**src/rtl/hazard_pkg.sv**
```systemverilog
// Shared types and constants for the ID-stage hazard controller.
package hazard_pkg;

    localparam int REG_AW = 5;
    localparam int CNT_W  = 32;

    localparam logic [REG_AW-1:0] REG_ZERO = 5'd0;

    typedef enum logic {
        RUN    = 1'b0,
        STALL2 = 1'b1
    } hazard_state_t;

endpackage

```
**src/rtl/hazard_detect.sv**
```systemverilog
// Combinational hazard detection between the ID instruction and the EX instruction.
// Register 0 is hard-wired to zero, so it never forms a dependency.
module hazard_detect
    import hazard_pkg::*;
(
    input  logic [REG_AW-1:0] ID_Rs,
    input  logic [REG_AW-1:0] ID_Rt,
    input  logic              ID_uses_rt,
    input  logic              ID_branch,
    input  logic [REG_AW-1:0] EX_dest,
    input  logic              EX_reg_write,
    input  logic              EX_mem_read,
    output logic              loadHz,
    output logic              aluBrHz
);

    logic regMatch;

    // Dependency check and hazard classification
    always_comb begin
        regMatch = (EX_dest != REG_ZERO) &&
                   ((EX_dest == ID_Rs) || (ID_uses_rt && (EX_dest == ID_Rt)));
        loadHz   = EX_mem_read & regMatch;
        aluBrHz  = ID_branch & EX_reg_write & ~EX_mem_read & regMatch;
    end

endmodule

```
**src/rtl/hazard_ctrl.sv**
```systemverilog
// Hazard controller: stalls the front end on load-use and ALU-to-branch
// dependencies, flushes IF/ID on taken branches and jumps.
// A load feeding a branch needs two stall cycles (RUN then STALL2).
// Optional macro HAZARD_STATS_EN enables the stall/flush cycle counters;
// without it the counter ports read as zero.
module hazard_ctrl
    import hazard_pkg::*;
(
    input  logic              clk,
    input  logic              rst,
    input  logic [REG_AW-1:0] ID_Rs,
    input  logic [REG_AW-1:0] ID_Rt,
    input  logic              ID_uses_rt,
    input  logic              ID_branch,
    input  logic              branch_taken,
    input  logic              jump,
    input  logic [REG_AW-1:0] EX_dest,
    input  logic              EX_reg_write,
    input  logic              EX_mem_read,
    output logic              pc_write,
    output logic              ifid_write,
    output logic              ifid_flush,
    output logic              idex_bubble,
    output logic [CNT_W-1:0]  stall_count,
    output logic [CNT_W-1:0]  flush_count
);

    hazard_state_t state;
    logic          loadHz;
    logic          aluBrHz;
    logic          stallNow;

    hazard_detect uDetect (
        .ID_Rs        (ID_Rs),
        .ID_Rt        (ID_Rt),
        .ID_uses_rt   (ID_uses_rt),
        .ID_branch    (ID_branch),
        .EX_dest      (EX_dest),
        .EX_reg_write (EX_reg_write),
        .EX_mem_read  (EX_mem_read),
        .loadHz       (loadHz),
        .aluBrHz      (aluBrHz)
    );

    // STALL2 stalls regardless of inputs; in RUN any hazard stalls immediately
    assign stallNow = (state == STALL2) | loadHz | aluBrHz;

    // State register: a load feeding a branch holds the front end one extra cycle
    always_ff @(posedge clk) begin
        if (rst) begin
            state <= RUN;
        end else begin
            case (state)
                RUN:     state <= (loadHz & ID_branch) ? STALL2 : RUN;
                STALL2:  state <= RUN;
                default: state <= RUN;
            endcase
        end
    end

    // Output decode: reset, then stall, then redirect, then normal flow
    always_comb begin
        pc_write    = 1'b1;
        ifid_write  = 1'b1;
        ifid_flush  = 1'b0;
        idex_bubble = 1'b0;
        if (rst) begin
            pc_write    = 1'b0;
            ifid_write  = 1'b0;
            ifid_flush  = 1'b1;
            idex_bubble = 1'b1;
        end else if (stallNow) begin
            // Stall beats a simultaneous redirect; the branch is re-evaluated afterwards
            pc_write    = 1'b0;
            ifid_write  = 1'b0;
            idex_bubble = 1'b1;
        end else if (branch_taken | jump) begin
            ifid_flush  = 1'b1;
        end
    end

`ifdef HAZARD_STATS_EN
    // Cycle counters for stalls and flushes, wrapping naturally at 2^32
    always_ff @(posedge clk) begin
        if (rst) begin
            stall_count <= '0;
            flush_count <= '0;
        end else begin
            if (stallNow)   stall_count <= stall_count + 32'd1;
            if (ifid_flush) flush_count <= flush_count + 32'd1;
        end
    end
`else
    assign stall_count = '0;
    assign flush_count = '0;
`endif

endmodule

```
**config.mk**
```make
export PLATFORM = sky130hd
export DESIGN_NAME = hazard_ctrl
export DESIGN_NICKNAME = d
export VERILOG_FILES = /design/src/rtl/hazard_pkg.sv /design/src/rtl/hazard_detect.sv /design/src/rtl/hazard_ctrl.sv
export SDC_FILE = /design/constraint.sdc
export NUM_CORES = 1
export LEC_CHECK = 0
export BUFFER_PORTS_ARGS = -buffer_cell sky130_fd_sc_hd__buf_2
export CORE_ASPECT_RATIO = 0.9
export CORE_UTILIZATION = 32
export CTS_CLUSTER_DIAMETER = 40
export DETAILED_ROUTE_END_ITERATION = 7
export PLACE_DENSITY = 0.77
export SYNTH_ARGS = -nofsm -noshare
export SYNTH_HDL_FRONTEND = slang
export SYNTH_SLANG_ARGS = --single-unit
```
**constraint.sdc**
```tcl
create_clock -name clk -period 1.6 [get_ports clk]
set_clock_uncertainty 0.1 [all_clocks]
set_input_delay 0.24 -clock clk [delete_from_list [all_inputs] [get_ports clk]]
set_output_delay 0.24 -clock clk [all_outputs]
set_load 0.005 [all_outputs]
```
==> results.sh, run 1 <==
export IMPL_status="complete, no violations"
export IMPL_design_core_area_sq_um=1990
export IMPL_largest_register="state"
export IMPL_wl_mm=1.01
export IMPL_viasPerCell=3.32
export IMPL_start_util_pct=35.4
export IMPL_critical_path_class="in -> out"
export IMPL_synth_cell_types=17
export IMPL_synth_area_leaders="buf_4 (69%), xnor2_1 (9.9%), nor2_1 (3.7%)"
export IMPL_hold_start="EX_mem_read"
export IMPL_antenna_left=0
export IMPL_grt_pass1_vias=314
export IMPL_dpl_cell_area_sq_um=614
export IMPL_synth_top_area_share_pct=69.3
export IMPL_yosys_area_top_type="buf_4"
export IMPL_dr_pass1_iters=2
export IMPL_rsz0062_at_grt="true"
export IMPL_clk_pin_slew_worst_paths_ns=0
export IMPL_grt_max_degree=4
export IMPL_dieArea_sq_um=2390
export IMPL_critPathArrivalTime_ns=1.25
export IMPL_yosysWarnings=0
export IMPL_largest_reg_flops=1
export IMPL_hp_class="in -> reg"
export IMPL_power_mw=0.162
export IMPL_finalWorstSetupSlack_ns=0.00804
export IMPL_holdBufCountCts=0
export IMPL_rows=15
export IMPL_drt_iter0_markers=2
export IMPL_cp_max_fo=3
export IMPL_die_w_um=51.5
export IMPL_gp_congestion=0.747
export IMPL_post_place_ws_ns=-0.0793
export IMPL_rr_startpoint="state$_SDFF_PP0_"
export IMPL_layout_nets=146
export IMPL_port_buffer_count=26
export IMPL_drive_above_1_share_pct=24.0
export IMPL_largestRegisters="state (1)"
export IMPL_powerDensity_nw_per_um2=244
export IMPL_post_cts_buffers=0
export IMPL_layout_cells_non_filler=146
export IMPL_irDropWorstVdd_mv=0.0725
export IMPL_track_usage_pct=6.75
export IMPL_remaining_drc_errors=0
export IMPL_min_period_ns=1.59
export IMPL_netlist_area_sq_um=704
export IMPL_clock_fmax_ghz=0.628
export IMPL_syn_to_final_growth_pct=-6.04
export IMPL_antenna_cells=0
export IMPL_leakage_nw=0.397
export IMPL_finalMaxSlewViolations=0
export IMPL_die_h_um=46.5
export IMPL_critical_path_required_ns=1.26
export IMPL_drv_cap=0
export IMPL_cp_startpoint="ID_Rs[4]"
export IMPL_fillers=212
export IMPL_dp_cells=146
export IMPL_syn_area_per_cell_sq_um=7.26
export IMPL_setup_viol=0
export IMPL_cp_end_kind="output pin"
export IMPL_syn_inst=97
export IMPL_ys_seq_area_share_pct=2.84
export IMPL_hold_viol=0
export IMPL_cp_start_kind="input pin"
export IMPL_stdcell_area_sq_um=662
export IMPL_place_hpwl_um=868
export IMPL_fin_crit_sh_pct=99.5
export IMPL_antenna_found_initial=0
export IMPL_synth_seq_cells=1
export IMPL_num_vias=485
export IMPL_wl_per_cell_um=6.88
export IMPL_grt_ovfl_total=0
export IMPL_grt_pass1_wl_mm=1.26
export IMPL_ios=91
export IMPL_clk_latency_ns=0
## logic make-up after synthesis
kind of cell    Yosys count  share of synthesized area, %
other cells               1                         0.532
simple gates             14                          8.88
xor+xnor                 10                          12.4
buf+inv                  65                          69.3
compound gates            6                          6.04
flops                     1                          2.84
## cells in the final DEF, fill, tap and decap left out, types with 2 or more instances in the layout
| cell type | netlist | routed |
|---|---|---|
| nand2_1 | 2 | 2 |
| buf_6 | 0 | 2 |
| xnor2_2 | 0 | 3 |
| xor2_1 | 2 | 2 |
| nand4_1 | 2 | 2 |
| xnor2_1 | 8 | 5 |
| conb_1 | 1 | 64 |
| buf_2 | 0 | 22 |
| nor2_1 | 7 | 7 |
## routing by layer
metal	GRT usage, %	up-vias	wire length [um]
met2	15.1	39	648
li1	-	228	-
met4	1.08	0	0
met1	6.72	218	256
met5	0	-	0
met3	0.660	0	101
## metrics by stage
| stage | setup TNS (ns) | util (%) | hold WS (ns) |
|---|---|---|---|
| floorplan | 0 | - | 0.268 |
| global placement | -0.243 | 30.9 | 0.399 |
| detailed placement | -0.193 | 30.9 | 0.403 |
| CTS | 0 | 31.6 | 0.404 |
| global route | -0.127 | 33.3 | 0.444 |
| finish | 0 | 33.3 | 0.402 |
## Yosys cell counts (all sizes together)
library cell and n:
o21a 1, nand2 2, o32a 1, xnor2 8, nand2b 1, a31oi 1
nand4 2, buf 65, a21oi 1, o21ai 1, dfxtp 1, nor2 7
nand3 1, xor2 2, o32ai 1, nor3 1, conb 1
## path summary, 6_finish.rpt
check | to | slack (ns) | depth (start not counted)
worst max-delay path | ifid_write | 0.008 | 6
worst min-delay path | state$_SDFF_PP0_ | 0.40 | 3
worst max register to register | state$_SDFF_PP0_ | 0.77 | 3
worst min register to register | state$_SDFF_PP0_ | 0.45 | 3
## worst max-delay path: stages
cell and delay [ns]:
buf_2 0.12, xnor2_2 0.15, nand3_1 0.10, o32a_1 0.33
o21a_1 0.19, buf_2 0.13
## where the power goes
part	switching [mW]	internal (mW)
Clock	0	0
Sequential	0.0000916	0.0257
Combinational	0.0774	0.0586
## final cells by class
| type | count | area (sq um) | share of cell area [%] |
|---|---|---|---|
| sequential | 1 | 20.0 | 3.02 |
| timing repair buffer | 26 | 155 | 23.4 |
| tap | 25 | 31.3 | 4.73 |
| multi-input combinational | 94 | 455 | 68.8 |
## what timing repair did
item / CTS / global route
endpoints found under the setup margin: 3 / 4
gates resized for setup: 3 / 7
pin swaps: 5 / 1
Power figures use the tool's default switching activity.
==> run 2, diff against run 1 <==
--- a/config.mk
+++ b/config.mk
@@ -5,12 +5,13 @@
 export SDC_FILE = /design/constraint.sdc
 export NUM_CORES = 1
 export LEC_CHECK = 0
+export ABC_AREA = 1
 export BUFFER_PORTS_ARGS = -buffer_cell sky130_fd_sc_hd__buf_2
 export CORE_ASPECT_RATIO = 0.9
-export CORE_UTILIZATION = 32
+export CORE_UTILIZATION = 33
 export CTS_CLUSTER_DIAMETER = 40
 export DETAILED_ROUTE_END_ITERATION = 7
-export PLACE_DENSITY = 0.77
+export PLACE_DENSITY = 0.76
 export SYNTH_ARGS = -nofsm -noshare
 export SYNTH_HDL_FRONTEND = slang
 export SYNTH_SLANG_ARGS = --single-unit
==> run 2 against run 1 <==
  * Critical path depth increased by 5
  * Utilization down 1.8 points
  * Global-route usage fell by 0.50 points
  * Sequential share of layout area down 0.14 points
  * Wire length shrank 1.3%
  * Combinational power is 8% lower
  * Register-to-register slack is essentially flat
  * Fmax is 11% higher
  * Flip-flop and latch count unchanged
  * Die area increased by 7.2%
  * Area after synthesis is 11% higher
  * Synthesized cell count rose by 35%
  * Largest power group unchanged
==> results.sh, run 2 <==
export IMPL_syn_inst=131
export IMPL_synth_cell_types=13
export IMPL_multi_input_area_sq_um=453
export IMPL_remaining_drc_errors=0
export IMPL_drive_above_1_share_pct=21.3
export IMPL_internal_power_mw=0.0700
export IMPL_grt_use_met2_pct=14.0
export IMPL_rr_startpoint="state$_SDFF_PP0_"
export IMPL_power_mw=0.151
export IMPL_dieArea_sq_um=2560
export IMPL_finalWorstSetupSlack_ns=0.170
export IMPL_utilization_pct=31.5
export IMPL_yosys_area_top_type="buf_4"
export IMPL_wl_um=992
export IMPL_grt_util_met1_pct=6.61
export IMPL_design_core_area_sq_um=2200
export IMPL_combPwrFrac_pct=82.9
export IMPL_die_h_um=48.1
export IMPL_post_place_ws_ns=0.160
export IMPL_drt_iter0_markers=5
export IMPL_ios=91
export IMPL_ctsResizeCount=0
export IMPL_largest_register="state"
export IMPL_r2r_end="state$_SDFF_PP0_"
export IMPL_wl_per_cell_um=5.45
export IMPL_finalMaxSlewViolations=0
export IMPL_reg2regPathDepth=3
export IMPL_largest_reg_flops=1
export IMPL_setup_viol=0
export IMPL_post_cts_buffers=0
export IMPL_cp_end_kind="output pin"
export IMPL_die_w_um=53.3
export IMPL_clk_latency_ns=0
export IMPL_synth_top_area_share_pct=62.5
export IMPL_dr_pass1_iters=2
export IMPL_sw_frac_of_total_pct=53.7
export IMPL_hold_start="ID_branch"
export IMPL_holdPathStages=3
export IMPL_final_common_cell="conb_1"
export IMPL_layout_nets=180
export IMPL_hp_class="in -> reg"
export IMPL_clk_pin_slew_worst_paths_ns=0
export IMPL_cp_max_fo=3
export IMPL_netlist_area_sq_um=781
export IMPL_min_period_ns=1.43
export IMPL_num_vias=574
export IMPL_fillers=264
export IMPL_grt_max_degree=5
export IMPL_setup_tns_final_ns=0
export IMPL_min_to="state$_SDFF_PP0_"
export IMPL_seq_area_sq_um=20.0
export IMPL_pwr_share_clk_pct=0
export IMPL_port_buffer_count=26
export IMPL_rsz0062_at_grt="false"
export IMPL_r2r_setup_slack_ns=0.77
export IMPL_synth_most_common_cell="buf_4"
export IMPL_antenna_cells=0
export IMPL_critPathArrivalTime_ns=1.09
export IMPL_grt_ovfl_total=0
export IMPL_synth_edff_count=0
export IMPL_status="complete, no violations"
export IMPL_critical_path_required_ns=1.26
export IMPL_antenna_left=0
export IMPL_synth_area_leaders="buf_4 (63%), nand2_1 (13%), inv_1 (5.8%)"
export IMPL_cp_start_kind="input pin"
export IMPL_leakage_nw=0.518
export IMPL_start_util_pct=35.5
export IMPL_grt_pass1_wl_mm=1.23
export IMPL_ys_flop_type="dfxtp_1"
export IMPL_dp_cells=182
export IMPL_drv_cap=0
export IMPL_powerDensity_nw_per_um2=218
export IMPL_grt_pass1_vias=342
export IMPL_clock_fmax_ghz=0.699
export IMPL_irDropWorstVdd_mv=0.104
export IMPL_synthTopCellsByCount="buf_4 (65), nand2_1 (26), inv_1 (12), nor2_1 (12), nand3_1 (4)"
export IMPL_gr_max_usage_layer="met2"
export IMPL_viasPerCell=3.15
export IMPL_gp_congestion=0.748
export IMPL_layout_cells_non_filler=182
export IMPL_rows=16
export IMPL_yosysWarnings=0
export IMPL_ys_seq_area_share_pct=2.56
export IMPL_hold_viol=0
export IMPL_fin_crit_sh_pct=89.4
export IMPL_syn_to_final_growth_pct=-11.2
export IMPL_power_switching_mw=0.0810
export IMPL_track_usage_pct=6.25
export IMPL_grt_use_met3_pct=0.623
export IMPL_layout_common_cells="conb_1 (64), nand2_1 (26), buf_2 (26), inv_1 (12), nor2_1 (12)"
export IMPL_largestRegisters="state (1)"
export IMPL_synth_seq_cells=1
export IMPL_critical_path_class="in -> out"
export IMPL_syn_area_per_cell_sq_um=5.96
export IMPL_place_hpwl_um=945
export IMPL_p_seq_share_pct=17.1
export IMPL_ys_async_sr_fraction_pct=0
export IMPL_holdBufCountCts=0
export IMPL_antenna_found_initial=0
[run 2: changes by cell type in the layout (fill, tap and decap cells not counted), sizes merged, moves of 2 or more]
| cell | before | now |
|---|---|---|
| inv | 0 | 15 |
| nand2 | 2 | 29 |
| nand3 | 1 | 5 |
| nand4 | 2 | 0 |
| nor2 | 7 | 12 |
| xnor2 | 8 | 1 |
| xor2 | 2 | 0 |
[run 2: worst max path at each step]
stage	slack (ns)	from	depth (start not counted)	end
finish	0.17	EX_dest[4]	11	ifid_write
global placement	0.17	EX_dest[4]	11	ifid_flush
floorplan	0.34	EX_dest[4]	10	pc_write
global route	0.05	EX_dest[4]	11	ifid_flush
detailed placement	0.16	EX_dest[4]	11	ifid_write
CTS	0.16	EX_dest[4]	11	ifid_write
[run 2: worst max-delay path, cell delays in order]
cell,delay [ns]
buf_2,0.10
inv_1,0.06
nand2_1,0.05
nand2_1,0.05
nor2_1,0.11
nand3_1,0.10
nand2_2,0.09
nand3_2,0.07
nand2_2,0.07
inv_2,0.03
buf_2,0.11
[run 2: per-layer routing]
layer  share of wire, %  vias up  wire length [um]
met5                  0        -                 0
met1                 35      223               348
met4                  0        0                 0
met2                 48       46               481
met3                 16        0               162
li1                   -      305                 -
[run 2: kinds of logic (layout without fill, tap and decap cells)]
logic type,Yosys count,count (layout),share of synthesized area [%]
buffers and inverters,80,41,69.7
and+or+nand+nor,47,47,25.2
other,1,64,0.480
AOI/OAI and AO/OA,1,1,0.962
xor gates and xnor gates,1,1,1.12
DFF,1,1,2.56
[run 2: power by group through the flow]
stage | logic, mW | clock network [mW] | registers [mW]
3_3_place_gp | 0.122 | 0 | 0.0258
3_5_place_dp | 0.124 | 0 | 0.0258
2_1_floorplan | 0.194 | 0 | 0.0258
4_1_cts | 0.124 | 0 | 0.0258
6_report | 0.125 | 0 | 0.0258
5_1_grt | 0.152 | 0 | 0.0258
[run 2: cell type report]
type	count	area share (%)
inverter	15	8.12
sequential	1	2.89
timing repair buffer	26	18.8
multi-input combinational	113	65.3
tap	27	4.87
[run 2: stage by stage]
step                area [sq um]  hold WS (ns)
finish                       693         0.417
global route                 693         0.447
CTS                          693         0.423
detailed placement           693         0.422
global placement             693         0.414
floorplan                   1020         0.282
==> run 3, diff against run 2 <==
--- a/config.mk
+++ b/config.mk
@@ -7,11 +7,11 @@
 export LEC_CHECK = 0
 export ABC_AREA = 1
 export BUFFER_PORTS_ARGS = -buffer_cell sky130_fd_sc_hd__buf_2
-export CORE_ASPECT_RATIO = 0.9
 export CORE_UTILIZATION = 33
 export CTS_CLUSTER_DIAMETER = 40
 export DETAILED_ROUTE_END_ITERATION = 7
 export PLACE_DENSITY = 0.76
+export SLEW_MARGIN = 20
 export SYNTH_ARGS = -nofsm -noshare
 export SYNTH_HDL_FRONTEND = slang
 export SYNTH_SLANG_ARGS = --single-unit
==> run 3 against run 2 <==
  * Die area is essentially flat
  * Final area up 0.18%
  * Final cell count rose by 0.55%
  * Flip-flop and latch count stayed put
  * Total power shrank 0.12%
  * Critical path type unchanged
  * Largest cell class unchanged
==> results.sh, run 3 (synthesized netlist as in run 2, its figures left out) <==
export IMPL_hold_worst_slack_ns=0.410
export IMPL_dp_cells=183
export IMPL_combPwrFrac_pct=82.9
export IMPL_track_usage_pct=5.81
export IMPL_status="complete, no violations"
export IMPL_post_place_ws_ns=0.183
export IMPL_wl_per_cell_um=5.33
export IMPL_dieArea_sq_um=2560
export IMPL_cp_max_fo=4
export IMPL_ctsResizeCount=0
export IMPL_die_h_um=50.6
export IMPL_finalMaxSlewViolations=0
export IMPL_finalWorstSetupSlack_ns=0.193
export IMPL_largest_register="state"
export IMPL_powerDensity_nw_per_um2=217
export IMPL_antenna_found_initial=0
export IMPL_setup_tns_final_ns=0
export IMPL_wl_um=975
export IMPL_fin_crit_sh_pct=88.0
export IMPL_leakage_nw=0.518
export IMPL_rsz0062_at_grt="false"
export IMPL_cp_start_kind="input pin"
export IMPL_grt_pass1_vias=326
export IMPL_grt_pass1_wl_mm=1.21
export IMPL_setup_viol=0
export IMPL_layout_cells_non_filler=183
export IMPL_holdBufCountCts=0
export IMPL_die_w_um=50.6
export IMPL_sw_frac_of_total_pct=53.6
export IMPL_min_period_ns=1.41
export IMPL_fillers=262
export IMPL_seq_area_sq_um=20.0
export IMPL_p_seq_share_pct=17.1
export IMPL_cp_end_kind="output pin"
export IMPL_antenna_left=0
export IMPL_pwr_share_clk_pct=0
export IMPL_gp_congestion=0.683
export IMPL_utilization_pct=31.4
export IMPL_drt_iter0_markers=6
export IMPL_irDropWorstVdd_mv=0.101
export IMPL_critPathArrivalTime_ns=1.07
export IMPL_layout_common_cells="conb_1 (64), nand2_1 (26), buf_2 (26), inv_1 (12), nor2_1 (12)"
export IMPL_dr_pass1_iters=4
export IMPL_clk_pin_slew_worst_paths_ns=0
export IMPL_num_vias=578
export IMPL_multi_input_area_sq_um=453
export IMPL_critical_path_class="in -> out"
export IMPL_internal_power_mw=0.0700
export IMPL_design_core_area_sq_um=2210
export IMPL_start_util_pct=35.3
export IMPL_power_mw=0.151
export IMPL_dpl_cell_area_sq_um=694
export IMPL_power_switching_mw=0.0809
export IMPL_hp_class="in -> reg"
export IMPL_crit_slowest_cell="buf_2"
export IMPL_clock_fmax_ghz=0.711
export IMPL_remaining_drc_errors=0
export IMPL_antenna_cells=0
export IMPL_post_cts_buffers=0
export IMPL_grt_max_degree=5
export IMPL_drive_above_1_share_pct=21.3
export IMPL_hold_viol=0
export IMPL_layout_nets=180
export IMPL_drv_cap=0
export IMPL_largest_reg_flops=1
export IMPL_rows=17
export IMPL_ios=91
export IMPL_place_hpwl_um=958
export IMPL_port_buffer_count=26
export IMPL_clk_latency_ns=0
export IMPL_syn_to_final_growth_pct=-11.1
export IMPL_viasPerCell=3.16
export IMPL_final_common_cell="conb_1"
export IMPL_path_cells="buf_2, inv_2, nand2_1, nand2_1, nor2_1, nand3_1, nand2_2, nand3_2, nand2_2, inv_2, buf_2"
export IMPL_critical_path_required_ns=1.26
export IMPL_stdcell_area_sq_um=694
export IMPL_grt_ovfl_total=0
export IMPL_crit_path_max_incr_delay_ns=0.12
export IMPL_largestRegisters="state (1)"
run 3: cell counts in the layout (fill, tap and decap cells not counted):
Identical to the previous run, type by type.
run 3: critical path: cells and delay by family:
kind          cells  cell delay (ns)
simple gates      7             0.53
buf+inv           4             0.30
run 3: worst paths after layout:
check                   start          endpoint  slack (ns)  cells past startpoint
max reg2reg  state$_SDFF_PP0_  state$_SDFF_PP0_        0.78                      3
max                EX_dest[1]          pc_write        0.19                     11
min reg2reg  state$_SDFF_PP0_  state$_SDFF_PP0_        0.43                      3
min                 ID_branch  state$_SDFF_PP0_        0.41                      3
run 3: power by group through the flow:
stage               Combinational, mW  Clock (mW)  Sequential, mW
global placement                0.123           0          0.0258
floorplan                       0.194           0          0.0258
finish                          0.125           0          0.0258
CTS                             0.124           0          0.0258
global route                    0.147           0          0.0258
detailed placement              0.124           0          0.0258
run 3: layout make-up:
type,count,area share (%)
multi-input cells,113,65.2
inverters,15,8.11
flip-flops and latches,1,2.88
well taps,28,5.05
repair buffers,26,18.7
run 3: metal layers:
metal | up-vias | part of all wire (%) | global-route usage (%)
met2 | 48 | 47 | 11.8
met5 | - | 0 | 0
met4 | 0 | 0 | 0
met3 | 0 | 16 | 0.606
met1 | 225 | 37 | 6.76
li1 | 305 | - | -
